--- src/rtl/atm_pkg.sv ---
`default_nettype none
// atm_pkg: state codes, datapath width and saturating helpers for the ATM controller.
// Rev 1.0
package atm_pkg;

  localparam int AMT_W = 8;

  typedef enum logic [2:0] {
    ST_IDLE   = 3'd0,
    ST_PIN    = 3'd1,
    ST_MENU   = 3'd2,
    ST_DEP    = 3'd3,
    ST_WDR    = 3'd4,
    ST_LOCKED = 3'd5
  } state_t;

  function automatic logic [AMT_W-1:0] sat_add(input logic [AMT_W-1:0] a,
                                               input logic [AMT_W-1:0] b);
    logic [AMT_W:0] s;
    s = {1'b0, a} + {1'b0, b};
    return s[AMT_W] ? {AMT_W{1'b1}} : s[AMT_W-1:0];
  endfunction

  function automatic logic [AMT_W-1:0] sat_sub(input logic [AMT_W-1:0] a,
                                               input logic [AMT_W-1:0] b);
    return (a < b) ? '0 : a - b;
  endfunction

endpackage
`default_nettype wire

--- src/rtl/atm_idle_timer.sv ---
`default_nettype none
// atm_idle_timer: counts pulse-free cycles while a session is active; expired marks the abort cycle.
// Rev 1.0
module atm_idle_timer #(
  parameter logic [23:0] TIMEOUT = 24'd10_000_000
) (
  input  logic clk,
  input  logic reset,
  input  logic run,
  input  logic kick,
  output logic expired
);

  logic [23:0] count;

  // Fires on the cycle whose edge would bring the count to TIMEOUT.
  assign expired = run && !kick && (count == TIMEOUT - 24'd1);

  always_ff @(posedge clk or posedge reset) begin
    if (reset) begin
      count <= '0;
    end else if (!run || kick || expired) begin
      count <= '0;
    end else begin
      count <= count + 24'd1;
    end
  end

endmodule
`default_nettype wire

--- src/rtl/atm_txn_ctrl.sv ---
`default_nettype none
// atm_txn_ctrl: ATM session FSM with PIN check, lockout, amount entry and balance commit.
// Rev 1.0
module atm_txn_ctrl
  import atm_pkg::*;
#(
  parameter logic [5:0]  PIN       = 6'b101101,
  parameter int          MAX_TRIES = 3,
  parameter logic [7:0]  STEP      = 8'd5,
  parameter logic [7:0]  INIT_BAL  = 8'd100,
  parameter logic [23:0] TIMEOUT   = 24'd10_000_000
) (
  input  logic             clk,
  input  logic             reset,
  input  logic             card_in,
  input  logic [5:0]       sw,
  input  logic             up,
  input  logic             down,
  input  logic             enter,
  input  logic             cancel,
  output logic [AMT_W-1:0] balance,
  output logic [AMT_W-1:0] amount,
  output logic [2:0]       state,
  output logic             led_auth,
  output logic             led_locked,
  output logic             err
);

  localparam logic [2:0] TRY_LIM = 3'(MAX_TRIES);

  state_t           cur, nxt;
  logic [AMT_W-1:0] bal_nxt, amt_nxt;
  logic [2:0]       tries, tries_nxt;
  logic             err_nxt;
  logic             pulse, run, expired;
  logic [AMT_W:0]   dep_sum;

  assign pulse   = up | down | enter | cancel;
  assign run     = (cur == ST_PIN) || (cur == ST_MENU) || (cur == ST_DEP) || (cur == ST_WDR);
  assign dep_sum = {1'b0, balance} + {1'b0, amount};
  assign state   = cur;

  atm_idle_timer #(.TIMEOUT(TIMEOUT)) u_timer (
    .clk     (clk),
    .reset   (reset),
    .run     (run),
    .kick    (pulse),
    .expired (expired)
  );

  always_comb begin
    nxt       = cur;
    bal_nxt   = balance;
    amt_nxt   = amount;
    tries_nxt = tries;
    err_nxt   = 1'b0;
    case (cur)
      ST_IDLE: begin
        tries_nxt = '0;
        if (card_in) nxt = ST_PIN;
      end
      ST_LOCKED: ;
      ST_PIN, ST_MENU, ST_DEP, ST_WDR: begin
        // Card removal and timeout outrank every pulse in the same cycle.
        if (!card_in || expired) begin
          nxt     = ST_IDLE;
          amt_nxt = '0;
        end else if (cur == ST_PIN) begin
          if (enter) begin
            if (sw == PIN) begin
              nxt       = ST_MENU;
              tries_nxt = '0;
            end else begin
              err_nxt   = 1'b1;
              tries_nxt = tries + 3'd1;
              if (tries_nxt == TRY_LIM) nxt = ST_LOCKED;
            end
          end
        end else if (cur == ST_MENU) begin
          if (cancel)             nxt = ST_IDLE;
          else if (up && !down)   nxt = ST_DEP;
          else if (down && !up)   nxt = ST_WDR;
        end else begin
          if (cancel) begin
            nxt     = ST_MENU;
            amt_nxt = '0;
          end else if (enter) begin
            nxt     = ST_MENU;
            amt_nxt = '0;
            if (cur == ST_DEP) begin
              if (dep_sum[AMT_W]) err_nxt = 1'b1;
              else                bal_nxt = dep_sum[AMT_W-1:0];
            end else begin
              if (amount > balance) err_nxt = 1'b1;
              else                  bal_nxt = balance - amount;
            end
          end else if (up && !down) begin
            amt_nxt = sat_add(amount, STEP);
          end else if (down && !up) begin
            amt_nxt = sat_sub(amount, STEP);
          end
        end
      end
      default: nxt = ST_IDLE;
    endcase
  end

  always_ff @(posedge clk or posedge reset) begin
    if (reset) begin
      cur        <= ST_IDLE;
      balance    <= INIT_BAL;
      amount     <= '0;
      tries      <= '0;
      err        <= 1'b0;
      led_auth   <= 1'b0;
      led_locked <= 1'b0;
    end else begin
      cur        <= nxt;
      balance    <= bal_nxt;
      amount     <= amt_nxt;
      tries      <= tries_nxt;
      err        <= err_nxt;
      led_auth   <= (nxt == ST_MENU) || (nxt == ST_DEP) || (nxt == ST_WDR);
      led_locked <= (nxt == ST_LOCKED);
    end
  end

endmodule
`default_nettype wire
--- config.mk ---
export PLATFORM = sky130hd
export DESIGN_NAME = atm_txn_ctrl
export DESIGN_NICKNAME = d
export VERILOG_FILES = /design/src/rtl/atm_pkg.sv /design/src/rtl/atm_idle_timer.sv /design/src/rtl/atm_txn_ctrl.sv
export SDC_FILE = /design/constraint.sdc
export NUM_CORES = 1
export LEC_CHECK = 0
export ABC_CLOCK_PERIOD_IN_PS = 4800
export CORE_MARGIN = 5
export CORE_UTILIZATION = 50
export DETAILED_ROUTE_END_ITERATION = 8
export GPL_ROUTABILITY_DRIVEN = 0
export PLACE_DENSITY = 0.71
export SLEW_MARGIN = 20
export SYNTH_ARGS = -nofsm -noshare
export SYNTH_HDL_FRONTEND = slang
export SYNTH_SLANG_ARGS = --single-unit
--- constraint.sdc ---
create_clock -name clk -period 4.8 [get_ports clk]
set_input_delay 0.48 -clock clk [delete_from_list [all_inputs] [get_ports clk]]
set_output_delay 0.48 -clock clk [all_outputs]
set_load 0.01 [all_outputs]
# == Word-level counts from Yosys, hierarchy flattened ==
# Index checks and enable logic that the tools add are counted.
# word_totals
inputBits,13
register_bits,49
# op_classes
reduce_logical,24
bitwise_logic,7
mux,42
n_lt_le_gt_ge,2
add_sub_neg,6
eq_ne,19
# op_table
operator,count
two-way mux 8 bit,12
two-way mux 3 bit,16
"adder 24 x 1 -> 24 bit, second input constant",1
"== test 24 bit, second input constant",1
two-way mux 24 bit,1
"== test 3 x 2 -> 1 bit, second input constant",5
"inequality test 2 bit, second input constant",7
"== test 3 bit, second input constant",4
two-way mux 1 bit,11
"adder 8 x 3 -> 9 bit, second input constant",1
adder 8 x 8 -> 9 bit,1
one-hot mux 3 bit (3 select lines),1
greater-than comparator 8 bit,1
logical OR 1 bit,8
"less-than comparator 8 x 3 -> 1 bit, second input constant",1
AND reduction 4 bit,2
AND reduction 8 bit,1
"subtractor 8 x 3 -> 8 bit, second input constant",1
subtractor 8 bit,1
"== test 6 bit, second input constant",1
one-hot mux 3 bit (2 select lines),1
zero test 1 bit,5
nonzero test 5 bit,1
logical AND 1 bit,4
other kinds (7),12

# == Depth between registers and ports, before layout ==
# Gate-level depths: netlist of the first run.
# logic_depth
depth_word,12
mapped_depth,9
depth_no_buf,9

# == By module ==
# From an unflattened synthesis of the first run, not the netlist that was laid out.
# unflattened
hier_cells,402
hier_area_um2,3559.7
# modules_own_cells
module,area_per_inst_um2,cells_each,n_inst
atm_txn_ctrl,2304.7,267,1
atm_idle_timer,1255.0,135,1

# == Least setup slack after synthesis of the first run ==
# Ideal clock, no wire load.
# synth_path
path_kind,register to register
startpoint,register amount[3]
endpoint,register balance[3]
arrival_time_ps,2271
synth_period_minus_slack_ps,2396
stages_incl_launch_ff,9
setup_slack_ps,2404
n_path_buf,1
cell_sequence,dfrtp_1 -> inv_1 -> ha_1 -> clkbuf_1 -> a221oi_1 -> o221ai_1 -> a32oi_1 -> nand3b_4 -> mux2_4
# synth_via
elab_chain_cells,3
# synth_rtl
element,line_no,source
"start, declared",atm_txn_ctrl.sv:22,"output logic [AMT_W-1:0] amount,"
"start signal, assigned",atm_txn_ctrl.sv:120,amount <= amt_nxt;
adder 8 x 8 -> 9 bit (tied with other cells),atm_txn_ctrl.sv:40,"assign dep_sum = {1'b0, balance} + {1'b0, amount};"
inequality test 2 bit (no line) (tied with other cells),n/a,
AND reduction 8 bit (no line) / two-way mux 8 bit (equally long branches),n/a,
"end signal, assigned",atm_txn_ctrl.sv:119,balance <= bal_nxt;
"end, declared",atm_txn_ctrl.sv:21,"output logic [AMT_W-1:0] balance,"
# Several ways; a longest one is shown, not always the timed one. The select of a mux whose other input is x is not followed.
# A chain may end at the register's enable or synchronous reset.

# == Worst setup path in the final report of the first run ==
# layout_path
startpoint,register amount[2]
endpoint,register balance[7]
# Same word-level chain as after synthesis.

==> qor.yml, run 1 <==
status: "finished clean"
cts_tree: "built"
dieWidth_um: 94.05
via_per_inst: 5.859
finalSetupViolCount: 0
grt_antenna_before_repair: 0
synthCells: 407
cts.sinks: 49
wl_per_cell_um: 15.03
first_pass_iters: 5
cts_max_level: 2
ctsHoldBuffers: 0
grt_setup_unrepaired: "no"
cts_resized: 0
syn_nets: 443
tightest_slew_ns: 0.8531
finalHoldViolCount: 0
dominantRegCellSynth: "dfrtp_1"
cts_made_buffers: 5
wl_mm: 7.981
crit_type: "flop to flop"
cp.required_ns: 5.00
slew_violations: 0
cp.arrival_ns: 3.02
p_leak_nw: 1.700
relSlewSlack: 0.4313
hpwl_mm: 5.869
r2r_cells: 8
final_antenna_net_count: 0
fin_ws_ns: 1.979
crit_fanout: 10
dp_slack_ns: 1.747
die_area_mm2: 0.008845
ys.warnings.count: 0
cp-end-kind: "flop"
drt_iter0_drc: 249
ys_seq_area_frac: 0.3482
dieHeight_um: 94.05
diodes: 0
drc: 0
grt_pass1_vias: 2893
via_count: 3111
hold_depth: 1
grt_pass1_wl_mm: 13.34
nFillCells: 631
grt_max_degree: 50
grt_overflow: 0
ios: 35
drive_above_1_share: 0.06667
cts_root_buf: "clkbuf_8"
clk_latency_ns: 0.31
core_mm2: 0.006832
grt.total_usage: 0.1853
peakVddDrop_v: 0.0001887
syn-cell-area_mm2: 0.003532
rows: 30
ys_seq_elements: 49
fin_skew_ns: 0.007604
avgSynthCellArea_um2: 8.678
fin_crit_sh: 0.5877
drv_cap: 0
startpoint_type: "flop"
tns_ns: 0
post_cts_buffers: 0
cellPowerDensity_mw_per_mm2: 457.2
synth_edf_count: 0
clk_pin_slew_ns: 0.10
cts_max_path_buffers: 2
min_period_ns: 2.821
fmax_mhz: 354.5
final_nets: 470
numPortBuffers: 34
hold_path.class: "flop to flop"
yosysUniqueCellTypes: 65
async_flop_share: 1.000
power_mw: 1.845
initial_core_util: 0.5170
area_growth_pct: 14.28
placed cells by master (no fill, tap or decap), types with 15 or more instances in the layout:
cell             instances
a21oi_1                 16
clkdlybuf4s50_1         34
dfrtp_1                 46
ha_1                    21
inv_1                   24
nand2_1                 29
nand3_1                 16
nor2_1                  50
o21ai_0                 27
xnor2_1                 15
final timing paths:
kind                                            startpoint                    endpoint  slack [ns]
worst max-delay path                 amount[2]$_DFFE_PP0P_      balance[7]$_DFFE_PP0P_        1.98
worst min-delay path            u_timer.count[0]$_DFF_PP0_  u_timer.count[0]$_DFF_PP0_        0.50
worst max register to register       amount[2]$_DFFE_PP0P_      balance[7]$_DFFE_PP0P_        1.98
worst min register to register  u_timer.count[0]$_DFF_PP0_  u_timer.count[0]$_DFF_PP0_        0.50
max in group asynchronous                            reset       amount[4]$_DFFE_PP0P_        3.65
min in group asynchronous                            reset      balance[3]$_DFFE_PP0P_        0.64
critical path, cell delays in order (launching register included):
cell and delay [ns]:
dfrtp_1 0.54, inv_1 0.10, ha_1 0.38, nand2b_1 0.22, a221oi_1 0.41, o221ai_1 0.22
a32oi_1 0.24, nand3b_4 0.30, mux2_4 0.32
area by class of cell:
class | count | area (um2) | area share
clock buffers | 6 | 82.58 | 0.02046
clock inverters | 2 | 17.52 | 0.004340
inverters | 25 | 95.09 | 0.02356
multi-input cells | 319 | 2151 | 0.5329
flip-flops and latches | 49 | 1230 | 0.3047
well taps | 96 | 120.1 | 0.02976
repair buffers | 34 | 340.3 | 0.08431
report_power, final:
group	switching, mW	internal (mW)
Clock	0.147	0.120
Sequential	0.120	0.480
Combinational	0.500	0.478
Total	0.768	1.08
kinds of logic after synthesis:
logic type	count (synthesis)	synth area share
simple gates	160	0.2317
compound gates	98	0.1846
buf+inv	39	0.04286
xor+xnor	27	0.06695
mux	11	0.04003
fa+ha+maj	23	0.08572
flops	49	0.3482
metrics by stage:
stage / hold slack (ns) / util / cell area [um2] / std cells
2_1_floorplan: 0.4549 / - / 3532 / 407
3_3_place_gp: 0.4753 / 0.5760 / 3935 / 523
3_5_place_dp: 0.4881 / 0.5760 / 3935 / 523
4_1_cts: 0.5019 / 0.5907 / 4035 / 531
5_1_grt: 0.5277 / 0.5908 / 4036 / 531
6_report: 0.4981 / 0.5908 / 4036 / 531
layer usage:
layer / part of all wire / wire length (um) / GRT usage / vias up
met3: 0.040 / 321 / 0.03205 / 9
met1: 0.48 / 3801 / 0.2526 / 1526
met2: 0.47 / 3779 / 0.2986 / 74
met4: 0.0096 / 77 / 0.05897 / 0
met5: 0 / 0 / 0 / -
li1: - / - / - / 1502
registers in the layout (all words and copies together) (netlist names):
signal / flops
amount: 8
balance: 8
err: 1
led_auth: 1
led_locked: 1
state: 3
tries: 3
u_timer.count: 24
cells in the mapped netlist (6+ instances only):
library cell	instances	area share
nor2_1	50	0.053
clkbuf_1	9	0.0096
and3_1	7	0.012
nand2b_1	8	0.014
a21oi_1	16	0.023
nand2_1	29	0.031
xnor2_1	15	0.037
mux2_4	6	0.026
xor2_1	12	0.030
o211ai_1	6	0.013
o21ai_0	27	0.038
dfrtp_1	46	0.33
nand3_1	16	0.023
ha_1	21	0.074
nor3_1	7	0.0099
inv_1	25	0.027
a31oi_1	6	0.011
nor2b_1	7	0.012
Power figures use the tool's default switching activity.
==> run 2: changes to the inputs <==
--- a/config.mk
+++ b/config.mk
@@ -5,7 +5,7 @@
 export SDC_FILE = /design/constraint.sdc
 export NUM_CORES = 1
 export LEC_CHECK = 0
-export ABC_CLOCK_PERIOD_IN_PS = 4800
+export ABC_CLOCK_PERIOD_IN_PS = 2600
 export CORE_MARGIN = 5
 export CORE_UTILIZATION = 50
 export DETAILED_ROUTE_END_ITERATION = 8
==> constraint.sdc (replaced) <==
create_clock -name clk -period 2.6 [get_ports clk]
set_input_delay 0.26 -clock clk [delete_from_list [all_inputs] [get_ports clk]]
set_output_delay 0.26 -clock clk [all_outputs]
set_load 0.01 [all_outputs]
==> run 2 against run 1 <==
- sequential cell count unchanged
- largest power group unchanged
- first-iteration DRC count down 21%
- fmax up 16%
- non-clock buffer count up 22
- setup slack worse by 1.8 ns
- cell count up 4.1%
- register-to-register slack worse by 1.8 ns
==> qor.yml, run 2 (synthesis results as in run 1) <==
clk_pin_slew_ns: 0.10
grt_overflow: 0
dieWidth_um: 94.05
diodes: 0
die_area_mm2: 0.008845
cts_tree: "built"
cts_max_level: 2
grt_antenna_before_repair: 0
grt_max_degree: 28
final_common_cell: "nor2_1"
cts_max_path_buffers: 2
drv_cap: 0
core_mm2: 0.006832
min_period_ns: 2.434
cts_root_buf: "clkbuf_8"
grt.total_usage: 0.1893
cp.required_ns: 2.79
fin_skew_ns: 0.008331
largest_reg_flops: 24
numPortBuffers: 34
finalSetupViolCount: 0
ios: 35
met2_usage: 0.3122
clk_latency_ns: 0.30
via_per_inst: 5.665
rrSetupSlack_ns: 0.17
peakVddDrop_v: 0.0002963
crit_chain: "inv_1, ha_1, fa_1, nor2b_1, o2111ai_1, nand3_1, a32oi_1, nand3b_4, mux2_4"
drc: 0
final_antenna_net_count: 0
cp-end-kind: "flop"
r2r-end: "balance[4]$_DFFE_PP0P_"
wl_per_cell_um: 14.62
hold_path.class: "input pin to async pin"
wl_mm: 8.085
status: "finished clean"
slew_violations: 0
first_pass_iters: 5
crit_fanout: 7
relSlewSlack: 0.6093
fmax_mhz: 410.8
drt_iter0_drc: 197
cp.arrival_ns: 2.62
hpwl_mm: 6.214
area_growth_pct: 19.20
critPathLaunch: "balance[0]$_DFFE_PP0P_"
top_register: "u_timer.count"
final_cell_mix: "nor2_1 (50), dfrtp_1 (46), clkdlybuf4s50_1 (34)"
grt_pass1_vias: 2980
cts_made_buffers: 5
grt_pass1_wl_mm: 13.67
cp_slowest_cell: "fa_1"
dieHeight_um: 94.05
tns_ns: 0
rows: 30
power_mw: 3.514
cts.sinks: 49
via_count: 3133
final_nets: 492
critPathMaxStageDelay_ns: 0.41
r2r_cells: 9
rr_startpoint: "balance[0]$_DFFE_PP0P_"
initial_core_util: 0.5170
drive_above_1_share: 0.1160
grt_setup_unrepaired: "no"
tightest_slew_ns: 0.5853
cellPowerDensity_mw_per_mm2: 834.7
fin_crit_sh: 0.9363
use_met1: 0.2553
p_leak_nw: 1.808
largestRegisters: "u_timer.count (24), amount (8), balance (8)"
finalHoldViolCount: 0
grtUsageMet3: 0.03365
startpoint_type: "flop"
gr-max-usage-layer: "met2"
crit_type: "flop to flop"
run 2: cell count changes in the layout (fill, tap and decap cells not counted):
cell      before  now
buf_4          0   22
a221oi_1       1    0
a221oi_2       0    1
clkinv_2       1    0
inv_2          0    1
or4_1          1    0
or4_4          0    1
run 2: layer usage:
metal,part of all wire,routed length [um]
met5,0,0
met4,0.016,131
met3,0.042,342
met2,0.48,3850
met1,0.47,3761
run 2: worst max path at each step:
stage / end / cells after the start
2_1_floorplan: balance[3]$_DFFE_PP0P_ / 8
3_3_place_gp: balance[3]$_DFFE_PP0P_ / 7
3_5_place_dp: balance[4]$_DFFE_PP0P_ / 7
4_1_cts: balance[4]$_DFFE_PP0P_ / 7
5_1_grt: balance[4]$_DFFE_PP0P_ / 9
6_report: balance[4]$_DFFE_PP0P_ / 9
run 2: timing repair:
action,4_1_cts,5_1_grt
endpoints found under the setup margin,0,7
buffers inserted,0,1
hold buffers,0,0
gates resized for setup,0,2
run 2: stage by stage:
| step | setup WS [ns] | util | cell area, um2 | cells | hold WS [ns] |
|---|---|---|---|---|---|
| floorplan | 0.2041 | - | 3532 | 407 | 0.4473 |
| global placement | 0.1267 | 0.5991 | 4093 | 544 | 0.4679 |
| detailed placement | 0.07467 | 0.5991 | 4093 | 544 | 0.4851 |
| CTS | 0.06862 | 0.6137 | 4193 | 552 | 0.3573 |
| global route | 0.01890 | 0.6163 | 4210 | 553 | 0.3986 |
| finish | 0.1657 | 0.6163 | 4210 | 553 | 0.3401 |
run 2: power breakdown:
group	switching [mW]	leakage (nW)	total, mW	internal, mW
Clock	0.263	0.0518	0.484	0.221
Combinational	1.04	1.10	2.01	0.972
Sequential	0.132	0.653	1.02	0.887
run 2: worst max-delay path: cells and delay by family, from the launching register on:
| family | cells | cell delay, ns |
|---|---|---|
| muxes | 1 | 0.33 |
| and+or+nand+nor | 3 | 0.59 |
| DFF | 1 | 0.38 |
| AOI/OAI and AO/OA | 2 | 0.31 |
| buffers and inverters | 1 | 0.06 |
| adders and majority gates | 2 | 0.63 |
run 2: layout make-up:
cell class	count	area, um2
Inverter	25	93.84
Clock buffer	6	82.58
Tap cell	96	120.1
Multi-Input combinational cell	319	2161
Timing Repair Buffer	56	505.5
Clock inverter	2	17.52
Sequential cell	49	1230
Fill cell	608	2621
